`src/rtl/gf_horner_regbank_pkg.sv`:
```
// Shared definitions for the GF(2^M) Horner register bank: op encodings and field defaults.
// Default field is GF(2^5) with x^5 = x^2 + 1.
package gf_horner_regbank_pkg;

  typedef enum logic [1:0] {
    GF_OP_CLR  = 2'b00,
    GF_OP_LOAD = 2'b01,
    GF_OP_MAC  = 2'b10,
    GF_OP_HOLD = 2'b11
  } gf_op_e;

  localparam int         GF_M_DEFAULT    = 5;
  localparam logic [4:0] GF_POLY_DEFAULT = 5'b00101;

endpackage

```
`src/rtl/gf_horner_regbank_mul.sv`:
```
// Combinational GF(2^M) multiplier, polynomial basis, reduced by x^M = POLY.
// Zero latency; no handshake.
module gf_mul_param #(
  parameter int           M    = 5,
  parameter logic [M-1:0] POLY = 5'b00101
) (
  input  logic [M-1:0] a,
  input  logic [M-1:0] b,
  output logic [M-1:0] p
);

  logic [M-1:0] acc;

  // MSB-first interleaved multiply: double (with reduction), then conditionally add a.
  always_comb begin
    acc = '0;
    for (int i = M - 1; i >= 0; i--) begin
      acc = {acc[M-2:0], 1'b0} ^ (acc[M-1] ? POLY : '0);
      if (b[i]) acc = acc ^ a;
    end
    p = acc;
  end

endmodule

```
`src/rtl/gf_horner_regbank.sv`:
```
// NCH-channel GF(2^M) Horner evaluator with symbol counter, frame-done pulse and result snapshot.
// Latency 1 cycle per accepted op; no backpressure, in_valid=0 or HOLD freezes all state.
module gf_horner_regbank
  import gf_horner_regbank_pkg::*;
#(
  parameter int           M     = GF_M_DEFAULT,
  parameter logic [M-1:0] POLY  = M'(GF_POLY_DEFAULT),
  parameter int           NCH   = 4,
  parameter int           NSYM  = 31,
  parameter int           CNT_W = 5
) (
  input  logic               clock,
  input  logic               reset_n,
  input  logic               in_valid,
  input  logic [1:0]         op,
  input  logic [M-1:0]       datain,
  input  logic [NCH*M-1:0]   coef,
  output logic [NCH*M-1:0]   dataout,
  output logic [NCH*M-1:0]   result,
  output logic [CNT_W-1:0]   sym_count,
  output logic               busy,
  output logic               done
);

  localparam logic [CNT_W-1:0] LAST = CNT_W'(NSYM - 1);

  logic [NCH-1:0][M-1:0] regs;
  logic [NCH-1:0][M-1:0] res_q;
  logic [NCH-1:0][M-1:0] coef_ch;
  logic [NCH-1:0][M-1:0] prod;
  logic [NCH-1:0][M-1:0] mac_val;

  assign coef_ch = coef;

  for (genvar g = 0; g < NCH; g++) begin : g_ch
    gf_mul_param #(
      .M    (M),
      .POLY (POLY)
    ) u_mul (
      .a (regs[g]),
      .b (coef_ch[g]),
      .p (prod[g])
    );
  end

  always_comb begin
    mac_val = '0;
    for (int i = 0; i < NCH; i++) mac_val[i] = prod[i] ^ datain;
  end

  always_ff @(posedge clock or negedge reset_n) begin
    if (!reset_n) begin
      regs      <= '0;
      res_q     <= '0;
      sym_count <= '0;
      done      <= 1'b0;
    end else begin
      done <= 1'b0;
      if (in_valid) begin
        case (gf_op_e'(op))
          GF_OP_CLR: begin
            regs      <= '0;
            sym_count <= '0;
          end
          GF_OP_LOAD: begin
            regs      <= {NCH{datain}};
            sym_count <= CNT_W'(1);
          end
          GF_OP_MAC: begin
            // First symbol of a frame ignores the stale register contents.
            if (sym_count == '0) begin
              regs      <= {NCH{datain}};
              sym_count <= CNT_W'(1);
            end else if (sym_count == LAST) begin
              regs      <= mac_val;
              res_q     <= mac_val;
              sym_count <= '0;
              done      <= 1'b1;
            end else begin
              regs      <= mac_val;
              sym_count <= sym_count + CNT_W'(1);
            end
          end
          default: ;
        endcase
      end
    end
  end

  assign dataout = regs;
  assign result  = res_q;
  assign busy    = (sym_count != '0);

endmodule
```
`config.mk`:
```
export PLATFORM = sky130hd
export DESIGN_NAME = gf_horner_regbank
export DESIGN_NICKNAME = d
export VERILOG_FILES = /design/src/rtl/gf_horner_regbank_pkg.sv /design/src/rtl/gf_horner_regbank_mul.sv /design/src/rtl/gf_horner_regbank.sv
export SDC_FILE = /design/constraint.sdc
export NUM_CORES = 1
export LEC_CHECK = 0
export ABC_AREA = 1
export BUFFER_PORTS_ARGS = -buffer_cell sky130_fd_sc_hd__clkbuf_2
export CAP_MARGIN = 20
export CORE_AREA = 4 4 133 135
export CTS_CLUSTER_DIAMETER = 120
export DETAILED_ROUTE_END_ITERATION = 6
export DIE_AREA = 0 0 137 139
export GPL_TIMING_DRIVEN = 0
export PLACE_DENSITY = 0.43
export SYNTH_ARGS = -nofsm -noshare
export SYNTH_HDL_FRONTEND = slang
export SYNTH_SLANG_ARGS = --single-unit
export TNS_END_PERCENT = 20
```
`constraint.sdc`:
```
create_clock -name clock -period 3.7 [get_ports clock]
set_input_delay 0.74 -clock clock [delete_from_list [all_inputs] [get_ports clock]]
set_output_delay 0.74 -clock clock [all_outputs]
set_load 0.005 [all_outputs]
```
==> impl_results.html, run 1 <==
<table>
<tr><th>Metric</th><th>Value</th></tr>
<tr><th colspan="2">STA</th></tr>
<tr><td>Minimum hold slack</td><td>approximately 0.4 ns</td></tr>
<tr><td>Worst setup skew after layout</td><td>0.00551 ns</td></tr>
<tr><td>Setup TNS</td><td>0 ns</td></tr>
<tr><td>Clock period minus final worst setup slack</td><td>a little under 3 ns</td></tr>
<tr><td>Share of the clock period used by the worst path</td><td>0.792</td></tr>
<tr><td>Pins Over Slew Limit</td><td>0</td></tr>
<tr><td>Number of failing setup endpoints in the final timing report</td><td>0</td></tr>
<tr><td>Final setup margin</td><td>roughly 0.77 ns</td></tr>
<tr><td>Max frequency</td><td>0.341 GHz</td></tr>
<tr><td>Relative slew slack</td><td>0.490</td></tr>
<tr><td>Unrepaired setup endpoints after global routing</td><td>no</td></tr>
<tr><td>Hold Violations, Final</td><td>0</td></tr>
<tr><td>Tightest Pin Transition</td><td>approximately 0.76 ns</td></tr>
<tr><th colspan="2">GRT</th></tr>
<tr><td>Most Used Layer, Global Route</td><td>met2</td></tr>
<tr><td>Pin count of the biggest net entering global routing</td><td>30</td></tr>
<tr><td>Via count of the first global-routing pass</td><td>about 4k</td></tr>
<tr><td>M2 GR Usage</td><td>0.230</td></tr>
<tr><td>Global-route wire length before repair</td><td>roughly 22000 um</td></tr>
<tr><td>Remaining global-route overflow</td><td>0</td></tr>
<tr><td>GRT Util Overall</td><td>0.151</td></tr>
<tr><td>Fraction of met3 tracks used by global routing</td><td>0.0323</td></tr>
<tr><td>Initial antenna violation count</td><td>0</td></tr>
<tr><td>Met1 routing resource usage after global routing</td><td>0.222</td></tr>
<tr><th colspan="2">Power</th></tr>
<tr><td>Worst voltage drop across the vdd grid</td><td>0.181 mV</td></tr>
<tr><td>P_leak</td><td>~2.7 nW</td></tr>
<tr><td>Cell area power density</td><td>361 nW/um^2</td></tr>
<tr><th colspan="2">Clock tree</th></tr>
<tr><td>Number of buffers inserted during clock tree synthesis</td><td>5</td></tr>
<tr><td>Setup repair bufs after CTS</td><td>0</td></tr>
<tr><td>Post-CTS Hold Fix Bufs</td><td>0</td></tr>
<tr><td>Quantity of gates resized following cts</td><td>0</td></tr>
<tr><td>CTS tree</td><td>done</td></tr>
<tr><td>Maximum root-to-sink buffer count</td><td>2</td></tr>
<tr><td>Clk Tree Root Cell</td><td>clkbuf_16</td></tr>
<tr><td>Htree depth</td><td>2</td></tr>
<tr><td>Clock edge transition at the registers on the reported setup and hold paths</td><td>approximately 0.070 ns</td></tr>
<tr><td>Sinks on the clock net</td><td>between 40 and 50</td></tr>
<tr><td>Insertion delay of the later-clocked pin in the worst-skew pair</td><td>just over 0.3 ns</td></tr>
<tr><th colspan="2">Worst setup path</th></tr>
<tr><td>Worst setup SP type</td><td>register</td></tr>
<tr><td>Depth of the worst register-to-register path</td><td>9</td></tr>
<tr><td>Worst reg2reg path startpoint</td><td>sym_count[0]$_DFFE_PN0P_</td></tr>
<tr><td>Setup slack on the worst flop-to-flop path</td><td>1.33 ns</td></tr>
<tr><td>Worst r2r dst</td><td>dataout[18]$_DFFE_PN0P_</td></tr>
<tr><td>Classification of the worst setup path</td><td>reg -&gt; out</td></tr>
<tr><td>Arrival time reported for the critical path endpoint</td><td>between 2 and 2.5 ns</td></tr>
<tr><td>Maximum fanout count along the critical path</td><td>10</td></tr>
<tr><td>Required time worst endpoint</td><td>2.96 ns</td></tr>
<tr><td>CP endpoint kind</td><td>output port</td></tr>
<tr><th colspan="2">Logic synthesis</th></tr>
<tr><td>Area share of and/or/nand/nor cells after synthesis</td><td>0.423</td></tr>
<tr><td>Syn Area/Cell</td><td>6.15 sq um</td></tr>
<tr><td>Post-synthesis net count</td><td>roughly 700</td></tr>
<tr><td>Main area contributors after synthesis</td><td>nand2_1 30%, dfrtp_1 28%, xor2_1 8.0%</td></tr>
<tr><td>Share of the synthesized area in the top cell type</td><td>0.297</td></tr>
<tr><td>Fraction of the mapped netlist area in adder cells</td><td>0.0185</td></tr>
<tr><td>Top cells by count, synth</td><td>322 x nand2_1, 62 x nand3_1, 58 x inv_1, 46 x dfrtp_1, 37 x xor2_1</td></tr>
<tr><td>Post-synthesis sequential area ratio</td><td>0.283</td></tr>
<tr><td>Fraction of registers with async set or reset after synthesis</td><td>1.00</td></tr>
<tr><td>Share of cell area taken by muxes after synthesis</td><td>0</td></tr>
<tr><td>Combined area of all synthesized cells</td><td>approximately 4100 sq um</td></tr>
<tr><td>Largest area contributor in the netlist</td><td>nand2_1</td></tr>
<tr><td>Post-synth EDFFs</td><td>0</td></tr>
<tr><td>Most common cell in the synthesized netlist</td><td>nand2_1</td></tr>
<tr><td>Primary FF master, synth</td><td>dfrtp_1</td></tr>
<tr><td>Post-synthesis share of cell area spent on xor and xnor gates</td><td>0.133</td></tr>
<tr><td>Post-synth cell types</td><td>24</td></tr>
<tr><td>Count of warnings emitted by yosys</td><td>0</td></tr>
<tr><td>Dominant combinational cell family by area after synthesis</td><td>simple AND/OR/NAND/NOR gates</td></tr>
<tr><td>Complex-gate fraction of the synthesized area</td><td>0.0573</td></tr>
<tr><td>Mapped Cells</td><td>about 660</td></tr>
<tr><td>Number of synthesized register bits</td><td>between 40 and 50</td></tr>
<tr><th colspan="2">Finish</th></tr>
<tr><td>Utilization of the core after routing</td><td>0.298</td></tr>
<tr><td>Final non-filler cell total</td><td>around 970</td></tr>
<tr><td>Count of inserted antenna diode cells</td><td>0</td></tr>
<tr><td>Layout cells sized above 1</td><td>0.148</td></tr>
<tr><td>Layout Nets</td><td>780</td></tr>
<tr><td>Layout area overhead</td><td>20.7%</td></tr>
<tr><th colspan="2">Floorplanning</th></tr>
<tr><td>Number of top-level pins</td><td>slightly below 80</td></tr>
<tr><td>Chip height</td><td>~140 um</td></tr>
<tr><td>Starting Density</td><td>0.247</td></tr>
<tr><td>Die area</td><td>roughly 19000 sq um</td></tr>
<tr><td>Number of placement rows</td><td>47</td></tr>
<tr><td>Die X</td><td>137 um</td></tr>
<tr><td>CORE AREA</td><td>about 16000 sq um</td></tr>
<tr><th colspan="2">Placed design</th></tr>
<tr><td>Quantity of I/O buffers inserted on ports</td><td>75</td></tr>
<tr><td>Post-Place Worst Slack</td><td>1.11 ns</td></tr>
<tr><td>Final GP Congestion</td><td>about 0.78</td></tr>
<tr><td>Detailed placer's ending HPWL</td><td>10800 um</td></tr>
<tr><td>Total placed cells including tap cells</td><td>957</td></tr>
<tr><th colspan="2">Outcome</th></tr>
<tr><td>Status</td><td>finished clean</td></tr>
<tr><th colspan="2">Detailed routing</th></tr>
<tr><td>Post-detailed-route DRC marker count</td><td>0</td></tr>
<tr><td>DRT antenna net count</td><td>0</td></tr>
<tr><td>Post-DR wirelength/cell</td><td>between 10 and 15 um</td></tr>
<tr><td>Per-cell via count in the routed design</td><td>about 4.4</td></tr>
<tr><td>Vias after detailed routing</td><td>between 4k and 5k</td></tr>
<tr><td>Wirelength, routed</td><td>14000 um</td></tr>
<tr><td>First-pass iteration count of the detailed router</td><td>5</td></tr>
<tr><td>DRT iter0 DRCs</td><td>between 200 and 250</td></tr>
<tr><th colspan="2">Worst hold path</th></tr>
<tr><td>Class of the tightest hold or removal check</td><td>in -&gt; async</td></tr>
<tr><th colspan="2">Run</th></tr>
<tr><td>Max-capacitance violation count</td><td>0</td></tr>
</table>
cell usage in the layout (no fill, tap or decap):
cell       netlist  layout
a21boi_0         1       1
a21oi_1          7       7
nand3b_1         8       8
o21ai_0         12      12
ha_1             6       6
nor2_1          21      21
xnor2_1         21      21
o21ai_1          1       1
nand3_1         62      62
clkbuf_1         6       6
dfrtp_1         46      46
clkinv_1         1       1
inv_6            0       1
clkinv_2         0       1
buf_12           0       1
nor2_2           1       1
clkbuf_16        0       5
clkbuf_2         0      75
buf_2           19      19
inv_1           58      58
nand4_1          6       6
nand2_1        322     322
bufinv_16        0       1
a31oi_1         16      16
xor2_2           2       2
o22ai_1          4       4
xor2_1          37      37
nor3_2           1       1
nand2_2          1       1
inv_2            2       2
through the flow:
stage          total power, mW  area, sq um
6_report                  1.77         4900
5_1_grt                   1.90         4900
4_1_cts                   1.79         4900
3_5_place_dp              1.24         4730
3_3_place_gp              1.24         4710
2_1_floorplan             1.01         4060
flip-flops by register name (all words and copies together) (netlist names):
signal	cells
dataout	20
done	1
result	20
sym_count	5
report_power, final:
part	total [mW]	switching, mW	internal (mW)
combinational	0.652	0.426	0.226
sequential	0.571	0.0343	0.537
clock	0.545	0.224	0.321
critical path: stages (launching register included):
cell,delay [ns]
dfrtp_1,0.40
inv_1,0.11
ha_1,0.21
nand4_1,0.30
clkbuf_1,0.63
clkbuf_2,0.23
per-layer routing:
metal | share of wire | up-vias
li1 | - | 2227
met4 | 0.0073 | 0
met2 | 0.44 | 83
met3 | 0.050 | 4
met1 | 0.51 | 1951
met5 | 0 | -
cell type report:
cell class	count	area [sq um]
flip-flops and latches	46	1150
well taps	220	275
repair buffers	76	395
plain buffers	25	118
fillers	1882	11600
clock inverters	3	43.8
clock buffers	5	125
multi-input cells	529	2570
inverters	61	229
worst max-delay path by stage:
stage	startpoint	endpoint	slack, ns	cells past startpoint
final	sym_count[0]$_DFFE_PN0P_	busy	0.77	5
after CTS	sym_count[0]$_DFFE_PN0P_	busy	0.79	5
after global routing	sym_count[0]$_DFFE_PN0P_	busy	0.65	5
after global placement	op[0]	result[16]$_DFFE_PN0P_	1.09	8
after floorplan	op[0]	result[14]$_DFFE_PN0P_	1.75	8
after detailed placement	op[0]	result[9]$_DFFE_PN0P_	1.11	9
cells by family after synthesis:
group | after synthesis
AO/OA/AOI/OAI | 41
XOR/XNOR | 60
adder cells (fa/ha/maj) | 6
buffers and inverters | 86
flip-flops | 46
AND/OR/NAND/NOR | 422
Note: power is estimated with default switching activity, not from simulation.
==> run 2, diff against run 1 <==
--- a/config.mk
+++ b/config.mk
@@ -5,13 +5,13 @@
 export SDC_FILE = /design/constraint.sdc
 export NUM_CORES = 1
 export LEC_CHECK = 0
-export ABC_AREA = 1
+export ABC_AREA = 0
 export BUFFER_PORTS_ARGS = -buffer_cell sky130_fd_sc_hd__clkbuf_2
 export CAP_MARGIN = 20
-export CORE_AREA = 4 4 133 135
+export CORE_AREA = 4 4 126 128
 export CTS_CLUSTER_DIAMETER = 120
 export DETAILED_ROUTE_END_ITERATION = 6
-export DIE_AREA = 0 0 137 139
+export DIE_AREA = 0 0 130 132
 export GPL_TIMING_DRIVEN = 0
 export PLACE_DENSITY = 0.43
 export SYNTH_ARGS = -nofsm -noshare
==> constraint.sdc (replaced) <==
create_clock -name clock -period 2.89 [get_ports clock]
set_input_delay 0.578 -clock clock [delete_from_list [all_inputs] [get_ports clock]]
set_output_delay 0.578 -clock clock [all_outputs]
set_load 0.005 [all_outputs]
==> run 2 against run 1 <==
Against the previous run:
- flip-flop and latch count unchanged
- worst setup slack got worse by 0.28 ns
- largest cell class unchanged
- power increased by 23%
- first-iteration DRC count decreased by 50%
- sequential share of layout area increased by 2.7 points
==> impl_results.html, run 2 <==
<table>
<tr><th>Metric</th><th>Value</th></tr>
<tr><th colspan="2">Detailed routing</th></tr>
<tr><td>DRT iter0 DRCs</td><td>124</td></tr>
<tr><td>Post-detailed-route DRC marker count</td><td>0</td></tr>
<tr><td>Vias after detailed routing</td><td>between 2k and 3k</td></tr>
<tr><td>DRT antenna net count</td><td>0</td></tr>
<tr><td>Post-DR wirelength/cell</td><td>~16 um</td></tr>
<tr><td>Per-cell via count in the routed design</td><td>4.42</td></tr>
<tr><td>Wirelength, routed</td><td>roughly 11000 um</td></tr>
<tr><td>First-pass iteration count of the detailed router</td><td>4</td></tr>
<tr><th colspan="2">Worst setup path</th></tr>
<tr><td>Worst setup SP type</td><td>register</td></tr>
<tr><td>Classification of the worst setup path</td><td>reg -&gt; out</td></tr>
<tr><td>CP endpoint kind</td><td>output port</td></tr>
<tr><td>Setup slack on the worst flop-to-flop path</td><td>0.59 ns</td></tr>
<tr><td>Required time worst endpoint</td><td>roughly 2.3 ns</td></tr>
<tr><td>Depth of the worst register-to-register path</td><td>6</td></tr>
<tr><td>Maximum fanout count along the critical path</td><td>10</td></tr>
<tr><td>Arrival time reported for the critical path endpoint</td><td>between 1.5 and 2 ns</td></tr>
<tr><td>Worst reg2reg path startpoint</td><td>sym_count[0]$_DFFE_PN0P_</td></tr>
<tr><td>Worst r2r dst</td><td>result[2]$_DFFE_PN0P_</td></tr>
<tr><th colspan="2">Floorplanning</th></tr>
<tr><td>Starting Density</td><td>0.244</td></tr>
<tr><td>Die area</td><td>approximately 17000 sq um</td></tr>
<tr><td>Number of top-level pins</td><td>77</td></tr>
<tr><td>CORE AREA</td><td>~15000 sq um</td></tr>
<tr><td>Number of placement rows</td><td>45</td></tr>
<tr><td>Chip height</td><td>between 100 and 150 um</td></tr>
<tr><td>Die X</td><td>approximately 130 um</td></tr>
<tr><th colspan="2">Logic synthesis</th></tr>
<tr><td>Most common cell in the synthesized netlist</td><td>nand2_1</td></tr>
<tr><td>Fraction of registers with async set or reset after synthesis</td><td>1.00</td></tr>
<tr><td>Post-synthesis sequential area ratio</td><td>0.318</td></tr>
<tr><td>Primary FF master, synth</td><td>dfrtp_1</td></tr>
<tr><td>Count of warnings emitted by yosys</td><td>0</td></tr>
<tr><td>Syn Area/Cell</td><td>8.89 sq um</td></tr>
<tr><td>Share of the synthesized area in the top cell type</td><td>0.318</td></tr>
<tr><td>Post-synth cell types</td><td>44</td></tr>
<tr><td>Number of synthesized register bits</td><td>46</td></tr>
<tr><td>Main area contributors after synthesis</td><td>dfrtp_1 32%, nand2_1 13%, xnor2_1 13%</td></tr>
<tr><td>Combined area of all synthesized cells</td><td>3620 sq um</td></tr>
<tr><td>Largest area contributor in the netlist</td><td>dfrtp_1</td></tr>
<tr><td>Post-synthesis net count</td><td>roughly 440</td></tr>
<tr><td>Mapped Cells</td><td>approximately 410</td></tr>
<tr><td>Top cells by count, synth</td><td>129 x nand2_1, 53 x xnor2_1, 46 x dfrtp_1, 31 x xor2_1, 16 x nand3_1</td></tr>
<tr><td>Post-synth EDFFs</td><td>0</td></tr>
<tr><th colspan="2">STA</th></tr>
<tr><td>Worst setup skew after layout</td><td>0.00760 ns</td></tr>
<tr><td>Share of the clock period used by the worst path</td><td>0.830</td></tr>
<tr><td>Setup TNS</td><td>0 ns</td></tr>
<tr><td>Tightest Pin Transition</td><td>0.634 ns</td></tr>
<tr><td>Number of failing setup endpoints in the final timing report</td><td>0</td></tr>
<tr><td>Unrepaired setup endpoints after global routing</td><td>no</td></tr>
<tr><td>Relative slew slack</td><td>0.577</td></tr>
<tr><td>Pins Over Slew Limit</td><td>0</td></tr>
<tr><td>Clock period minus final worst setup slack</td><td>roughly 2.4 ns</td></tr>
<tr><td>Hold Violations, Final</td><td>0</td></tr>
<tr><td>Max frequency</td><td>around 0.42 GHz</td></tr>
<tr><th colspan="2">Clock tree</th></tr>
<tr><td>Setup repair bufs after CTS</td><td>0</td></tr>
<tr><td>Maximum root-to-sink buffer count</td><td>2</td></tr>
<tr><td>Clock edge transition at the registers on the reported setup and hold paths</td><td>0.07 ns</td></tr>
<tr><td>Number of buffers inserted during clock tree synthesis</td><td>5</td></tr>
<tr><td>Clk Tree Root Cell</td><td>clkbuf_16</td></tr>
<tr><td>CTS tree</td><td>done</td></tr>
<tr><td>Post-CTS Hold Fix Bufs</td><td>0</td></tr>
<tr><td>Insertion delay of the later-clocked pin in the worst-skew pair</td><td>about 0.30 ns</td></tr>
<tr><td>Quantity of gates resized following cts</td><td>0</td></tr>
<tr><td>Htree depth</td><td>2</td></tr>
<tr><td>Sinks on the clock net</td><td>46</td></tr>
<tr><th colspan="2">Placed design</th></tr>
<tr><td>Final GP Congestion</td><td>0.833</td></tr>
<tr><td>Cell area reported after detailed placement</td><td>approximately 4200 sq um</td></tr>
<tr><td>Total placed cells including tap cells</td><td>around 670</td></tr>
<tr><td>Detailed placer's ending HPWL</td><td>approximately 8200 um</td></tr>
<tr><td>Quantity of I/O buffers inserted on ports</td><td>72</td></tr>
<tr><th colspan="2">Finish</th></tr>
<tr><td>Layout area overhead</td><td>21.7%</td></tr>
<tr><td>Layout Nets</td><td>roughly 520</td></tr>
<tr><td>Utilization of the core after routing</td><td>0.296</td></tr>
<tr><td>Count of inserted antenna diode cells</td><td>0</td></tr>
<tr><td>Layout cells sized above 1</td><td>0.244</td></tr>
<tr><td>Commonest non-fill, non-tap cells in the layout</td><td>129 x nand2_1, 75 x clkbuf_2, 53 x xnor2_1</td></tr>
<tr><td>Final non-filler cell total</td><td>676</td></tr>
<tr><td>Fill count</td><td>~1.6k</td></tr>
<tr><td>Area of all placed cells without fillers</td><td>between 4000 and 5000 sq um</td></tr>
<tr><td>Most common cell after layout, fill and taps aside</td><td>nand2_1</td></tr>
<tr><th colspan="2">GRT</th></tr>
<tr><td>Global-route wire length before repair</td><td>roughly 18000 um</td></tr>
<tr><td>Initial antenna violation count</td><td>0</td></tr>
<tr><td>Pin count of the biggest net entering global routing</td><td>29</td></tr>
<tr><td>Remaining global-route overflow</td><td>0</td></tr>
<tr><td>GRT Util Overall</td><td>0.131</td></tr>
<tr><td>Via count of the first global-routing pass</td><td>between 3k and 4k</td></tr>
<tr><th colspan="2">Power</th></tr>
<tr><td>P_leak</td><td>2.07 nW</td></tr>
<tr><td>Worst voltage drop across the vdd grid</td><td>0.221 mV</td></tr>
<tr><td>Cell area power density</td><td>about 490 nW/um^2</td></tr>
<tr><th colspan="2">Outcome</th></tr>
<tr><td>Status</td><td>finished clean</td></tr>
<tr><th colspan="2">Worst hold path</th></tr>
<tr><td>Class of the tightest hold or removal check</td><td>in -&gt; async</td></tr>
<tr><th colspan="2">Run</th></tr>
<tr><td>Max-capacitance violation count</td><td>0</td></tr>
</table>
==> run 2: per-layer routing <==
layer	part of all wire	wire length, um	track usage	up-vias
li1	-	-	-	1476
met1	0.46	4970	0.180	1452
met2	0.48	5200	0.215	48
met3	0.040	431	0.0219	11
met4	0.015	166	0.0352	0
met5	0	0	0	-
==> run 2: report_power, final <==
group	switching, mW	internal (mW)
combinational	0.381	0.357
sequential	0.0588	0.683
clock	0.279	0.409
==> run 2: worst max path at each step <==
stage | start | endpoint | slack, ns | cells after the start
after CTS | sym_count[0]$_DFFE_PN0P_ | busy | 0.48 | 5
after global routing | sym_count[0]$_DFFE_PN0P_ | result[2]$_DFFE_PN0P_ | 0.41 | 6
after floorplan | op[0] | result[0]$_DFFE_PN0P_ | 0.97 | 6
after global placement | op[0] | result[3]$_DFFE_PN0P_ | 0.39 | 7
final | sym_count[0]$_DFFE_PN0P_ | busy | 0.49 | 5
after detailed placement | op[0] | result[2]$_DFFE_PN0P_ | 0.36 | 7
==> run 2: final cells by class <==
cell class,count,area [sq um],share of cell area
tap,188,235,0.0534
clock inverter,3,45.0,0.0102
buffer,19,97.6,0.0222
clock buffer,5,125,0.0284
multi-input combinational,334,2340,0.531
sequential,46,1150,0.261
timing repair buffer,73,380,0.0863
inverter,8,30.0,0.00682
==> run 2: logic make-up (layout without fill, tap and decap cells) <==
family          count (synthesis)  count (layout)  share of synthesized area
xor+xnor                      101             101                      0.302
fa+ha+maj                       6               6                     0.0207
simple gates                  172             172                      0.199
mux                            18              18                     0.0550
flops                          46              46                      0.318
compound gates                 37              37                     0.0698
buf+inv                        27             108                     0.0353
==> run 2: worst max-delay path, stage by stage, from the launching register on <==
cell and delay (ns):
dfrtp_1 0.46, inv_1 0.11, ha_1 0.16, or4b_4 0.49
buf_6 0.18, clkbuf_2 0.12
==> run 2: metrics by stage <==
stage,worst slack [ns],hold slack (ns),power [mW]
floorplan,0.971,0.282,1.27
global placement,0.392,0.494,1.49
detailed placement,0.363,0.499,1.50
CTS,0.483,0.286,2.20
global route,0.410,0.309,2.31
finish,0.491,0.264,2.17
==> run 3, diff against run 2 <==
--- a/config.mk
+++ b/config.mk
@@ -5,15 +5,15 @@
 export SDC_FILE = /design/constraint.sdc
 export NUM_CORES = 1
 export LEC_CHECK = 0
-export ABC_AREA = 0
+export ABC_AREA = 1
 export BUFFER_PORTS_ARGS = -buffer_cell sky130_fd_sc_hd__clkbuf_2
 export CAP_MARGIN = 20
-export CORE_AREA = 4 4 126 128
+export CORE_AREA = 4 4 133 135
 export CTS_CLUSTER_DIAMETER = 120
 export DETAILED_ROUTE_END_ITERATION = 6
-export DIE_AREA = 0 0 130 132
+export DIE_AREA = 0 0 137 139
 export GPL_TIMING_DRIVEN = 0
-export PLACE_DENSITY = 0.43
+export PLACE_DENSITY = 0.44
 export SYNTH_ARGS = -nofsm -noshare
 export SYNTH_HDL_FRONTEND = slang
 export SYNTH_SLANG_ARGS = --single-unit
==> constraint.sdc (replaced) <==
create_clock -name clock -period 2.2 [get_ports clock]
set_input_delay 0.44 -clock clock [delete_from_list [all_inputs] [get_ports clock]]
set_output_delay 0.44 -clock clock [all_outputs]
set_load 0.005 [all_outputs]
==> run 3 against run 2 <==
Against the previous run:
- final cell count is 43% higher
- design area rose by 12%
- power is 36% higher
- critical path depth up 5
- die area is 11% higher
- count of clock-buffer cells in the layout stayed put
- sequential share of layout area is 2.8 points lower
- critical endpoint is now dataout[11]$_DFFE_PN0P_
- largest cell class unchanged
==> impl_results.html, run 3 (synthesis gave the netlist of run 1 again) <==
<table>
<tr><th>Metric</th><th>Value</th></tr>
<tr><th colspan="2">Outcome</th></tr>
<tr><td>Status</td><td>finished clean</td></tr>
<tr><th colspan="2">Worst setup path</th></tr>
<tr><td>Arrival time reported for the critical path endpoint</td><td>about 2.3 ns</td></tr>
<tr><td>CP endpoint kind</td><td>register</td></tr>
<tr><td>Required time worst endpoint</td><td>approximately 2.4 ns</td></tr>
<tr><td>Worst setup SP type</td><td>register</td></tr>
<tr><td>Maximum fanout count along the critical path</td><td>10</td></tr>
<tr><td>Cell with the most instances on the worst path</td><td>nand2_1</td></tr>
<tr><td>CP max stage cell</td><td>buf_1</td></tr>
<tr><td>Depth of the worst register-to-register path</td><td>10</td></tr>
<tr><td>Worst r2r dst</td><td>dataout[11]$_DFFE_PN0P_</td></tr>
<tr><td>Setup slack on the worst flop-to-flop path</td><td>approximately 0.13 ns</td></tr>
<tr><td>Classification of the worst setup path</td><td>reg -&gt; reg</td></tr>
<tr><td>Critical path, cell by cell</td><td>inv_1 -&gt; ha_1 -&gt; nand4_1 -&gt; buf_4 -&gt; buf_1 -&gt; nand3_1 -&gt; nand2_1 -&gt; nand2_1 -&gt; nand2_1 -&gt; nand2_1</td></tr>
<tr><td>Worst reg2reg path startpoint</td><td>sym_count[0]$_DFFE_PN0P_</td></tr>
<tr><td>Maximum single-stage delay on the critical path</td><td>about 0.48 ns</td></tr>
<tr><th colspan="2">Clock tree</th></tr>
<tr><td>Maximum root-to-sink buffer count</td><td>2</td></tr>
<tr><td>Insertion delay of the later-clocked pin in the worst-skew pair</td><td>approximately 0.3 ns</td></tr>
<tr><td>Sinks on the clock net</td><td>46</td></tr>
<tr><td>Clock edge transition at the registers on the reported setup and hold paths</td><td>~0.07 ns</td></tr>
<tr><td>Htree depth</td><td>2</td></tr>
<tr><td>Number of buffers inserted during clock tree synthesis</td><td>5</td></tr>
<tr><td>Clk Tree Root Cell</td><td>clkbuf_16</td></tr>
<tr><td>CTS tree</td><td>done</td></tr>
<tr><th colspan="2">Power</th></tr>
<tr><td>Worst voltage drop across the vdd grid</td><td>about 0.32 mV</td></tr>
<tr><td>P_leak</td><td>about 2.7 nW</td></tr>
<tr><td>Total chip power</td><td>~2.9 mW</td></tr>
<tr><td>Cell area power density</td><td>between 500 and 600 nW/um^2</td></tr>
<tr><th colspan="2">Run</th></tr>
<tr><td>Max-capacitance violation count</td><td>0</td></tr>
<tr><th colspan="2">STA</th></tr>
<tr><td>Share of the clock period used by the worst path</td><td>0.942</td></tr>
<tr><td>Unrepaired setup endpoints after global routing</td><td>yes</td></tr>
<tr><td>Relative slew slack</td><td>0.580</td></tr>
<tr><td>Hold Violations, Final</td><td>0</td></tr>
<tr><td>Setup TNS</td><td>0 ns</td></tr>
<tr><td>Max frequency</td><td>roughly 0.48 GHz</td></tr>
<tr><td>Pins Over Slew Limit</td><td>0</td></tr>
<tr><td>Number of failing setup endpoints in the final timing report</td><td>0</td></tr>
<tr><td>Tightest Pin Transition</td><td>0.630 ns</td></tr>
<tr><td>Worst setup skew after layout</td><td>~0.0085 ns</td></tr>
<tr><td>Clock period minus final worst setup slack</td><td>about 2.1 ns</td></tr>
<tr><th colspan="2">Finish</th></tr>
<tr><td>Utilization of the core after routing</td><td>0.299</td></tr>
<tr><td>Commonest non-fill, non-tap cells in the layout</td><td>322 x nand2_1, 77 x clkbuf_2, 62 x nand3_1</td></tr>
<tr><td>Count of inserted antenna diode cells</td><td>0</td></tr>
<tr><td>Layout cells sized above 1</td><td>0.155</td></tr>
<tr><td>Layout area overhead</td><td>21.2%</td></tr>
<tr><td>Final non-filler cell total</td><td>967</td></tr>
<tr><td>Fill count</td><td>1880</td></tr>
<tr><td>Area of all placed cells without fillers</td><td>roughly 4900 sq um</td></tr>
<tr><td>Most common cell after layout, fill and taps aside</td><td>nand2_1</td></tr>
<tr><td>Storage cell area</td><td>1150 sq um</td></tr>
<tr><td>Area of the multi-input gates</td><td>~2600 sq um</td></tr>
<tr><td>Layout Nets</td><td>slightly below 800</td></tr>
<tr><th colspan="2">Placed design</th></tr>
<tr><td>Cell area reported after detailed placement</td><td>4730 sq um</td></tr>
<tr><td>Total placed cells including tap cells</td><td>roughly 960</td></tr>
<tr><td>Quantity of I/O buffers inserted on ports</td><td>between 70 and 80</td></tr>
<tr><td>Final GP Congestion</td><td>between 0.7 and 0.8</td></tr>
<tr><td>Detailed placer's ending HPWL</td><td>approximately 11000 um</td></tr>
<tr><th colspan="2">Floorplanning</th></tr>
<tr><td>Number of placement rows</td><td>47</td></tr>
<tr><td>CORE AREA</td><td>between 15000 and 20000 sq um</td></tr>
<tr><td>Starting Density</td><td>0.247</td></tr>
<tr><td>Die X</td><td>approximately 140 um</td></tr>
<tr><td>Chip height</td><td>between 100 and 150 um</td></tr>
<tr><td>Number of top-level pins</td><td>between 70 and 80</td></tr>
<tr><td>Die area</td><td>~19000 sq um</td></tr>
<tr><th colspan="2">GRT</th></tr>
<tr><td>Via count of the first global-routing pass</td><td>~4.0k</td></tr>
<tr><td>Global-route wire length before repair</td><td>approximately 22000 um</td></tr>
<tr><td>Initial antenna violation count</td><td>0</td></tr>
<tr><td>GRT Util Overall</td><td>0.149</td></tr>
<tr><td>Remaining global-route overflow</td><td>0</td></tr>
<tr><td>Pin count of the biggest net entering global routing</td><td>26</td></tr>
<tr><th colspan="2">Detailed routing</th></tr>
<tr><td>Post-detailed-route DRC marker count</td><td>0</td></tr>
<tr><td>Wirelength, routed</td><td>approximately 14000 um</td></tr>
<tr><td>DRT antenna net count</td><td>0</td></tr>
<tr><td>DRT iter0 DRCs</td><td>269</td></tr>
<tr><td>Per-cell via count in the routed design</td><td>4.31</td></tr>
<tr><td>First-pass iteration count of the detailed router</td><td>4</td></tr>
<tr><td>Vias after detailed routing</td><td>around 4.2k</td></tr>
<tr><td>Post-DR wirelength/cell</td><td>around 14 um</td></tr>
<tr><th colspan="2">Worst hold path</th></tr>
<tr><td>Class of the tightest hold or removal check</td><td>in -&gt; async</td></tr>
</table>
-- run 3: routing by layer --
layer / GRT usage / part of all wire / wire length, um / up-vias
li1: - / - / - / 2232
met1: 0.215 / 0.50 / 6900 / 1849
met2: 0.231 / 0.44 / 6150 / 78
met3: 0.0287 / 0.048 / 670 / 9
met4: 0.0284 / 0.012 / 166 / 0
met5: 0 / 0 / 0 / -
-- run 3: cell type report --
| type | instances | share of cell area |
|---|---|---|
| inverters | 61 | 0.0465 |
| plain buffers | 25 | 0.0251 |
| well taps | 220 | 0.0559 |
| clock inverters | 3 | 0.00914 |
| repair buffers | 78 | 0.0833 |
| clock buffers | 5 | 0.0254 |
| flip-flops and latches | 46 | 0.234 |
| multi-input cells | 529 | 0.521 |
-- run 3: metrics by stage --
stage / setup slack, ns / hold slack (ns)
after CTS: 0.0945 / 0.166
after global placement: -0.118 / 0.479
after global routing: -0.00672 / 0.196
after floorplan: 0.550 / 0.144
final: 0.128 / 0.151
after detailed placement: -0.161 / 0.481
-- run 3: how the worst max path moves through the flow --
stage / start / endpoint
final: sym_count[0]$_DFFE_PN0P_ / dataout[11]$_DFFE_PN0P_
after global routing: sym_count[0]$_DFFE_PN0P_ / result[13]$_DFFE_PN0P_
after CTS: sym_count[0]$_DFFE_PN0P_ / result[14]$_DFFE_PN0P_
after detailed placement: op[0] / result[14]$_DFFE_PN0P_
after global placement: op[0] / result[14]$_DFFE_PN0P_
after floorplan: op[0] / result[14]$_DFFE_PN0P_
-- run 3: what timing repair did --
action / CTS / global route
setup endpoints to repair: 2 / 16
resized for setup: 3 / 4
setup buffers: 2 / 0
hold buffers: 0 / 0
pin swaps: 1 / 0
-- run 3: power breakdown --
group / total (mW) / internal, mW / switching, mW / leakage (nW)
clock: 0.898 / 0.537 / 0.361 / 0.0760
combinational: 1.09 / 0.388 / 0.703 / 1.97
sequential: 0.961 / 0.903 / 0.0580 / 0.624
-- run 3: critical path, delay by kind of cell (launching register included) --
kind,cells,cell delay [ns]
buffers and inverters,3,0.74
adder cells (fa/ha/maj),1,0.21
AND/OR/NAND/NOR,6,0.60
flip-flops,1,0.41
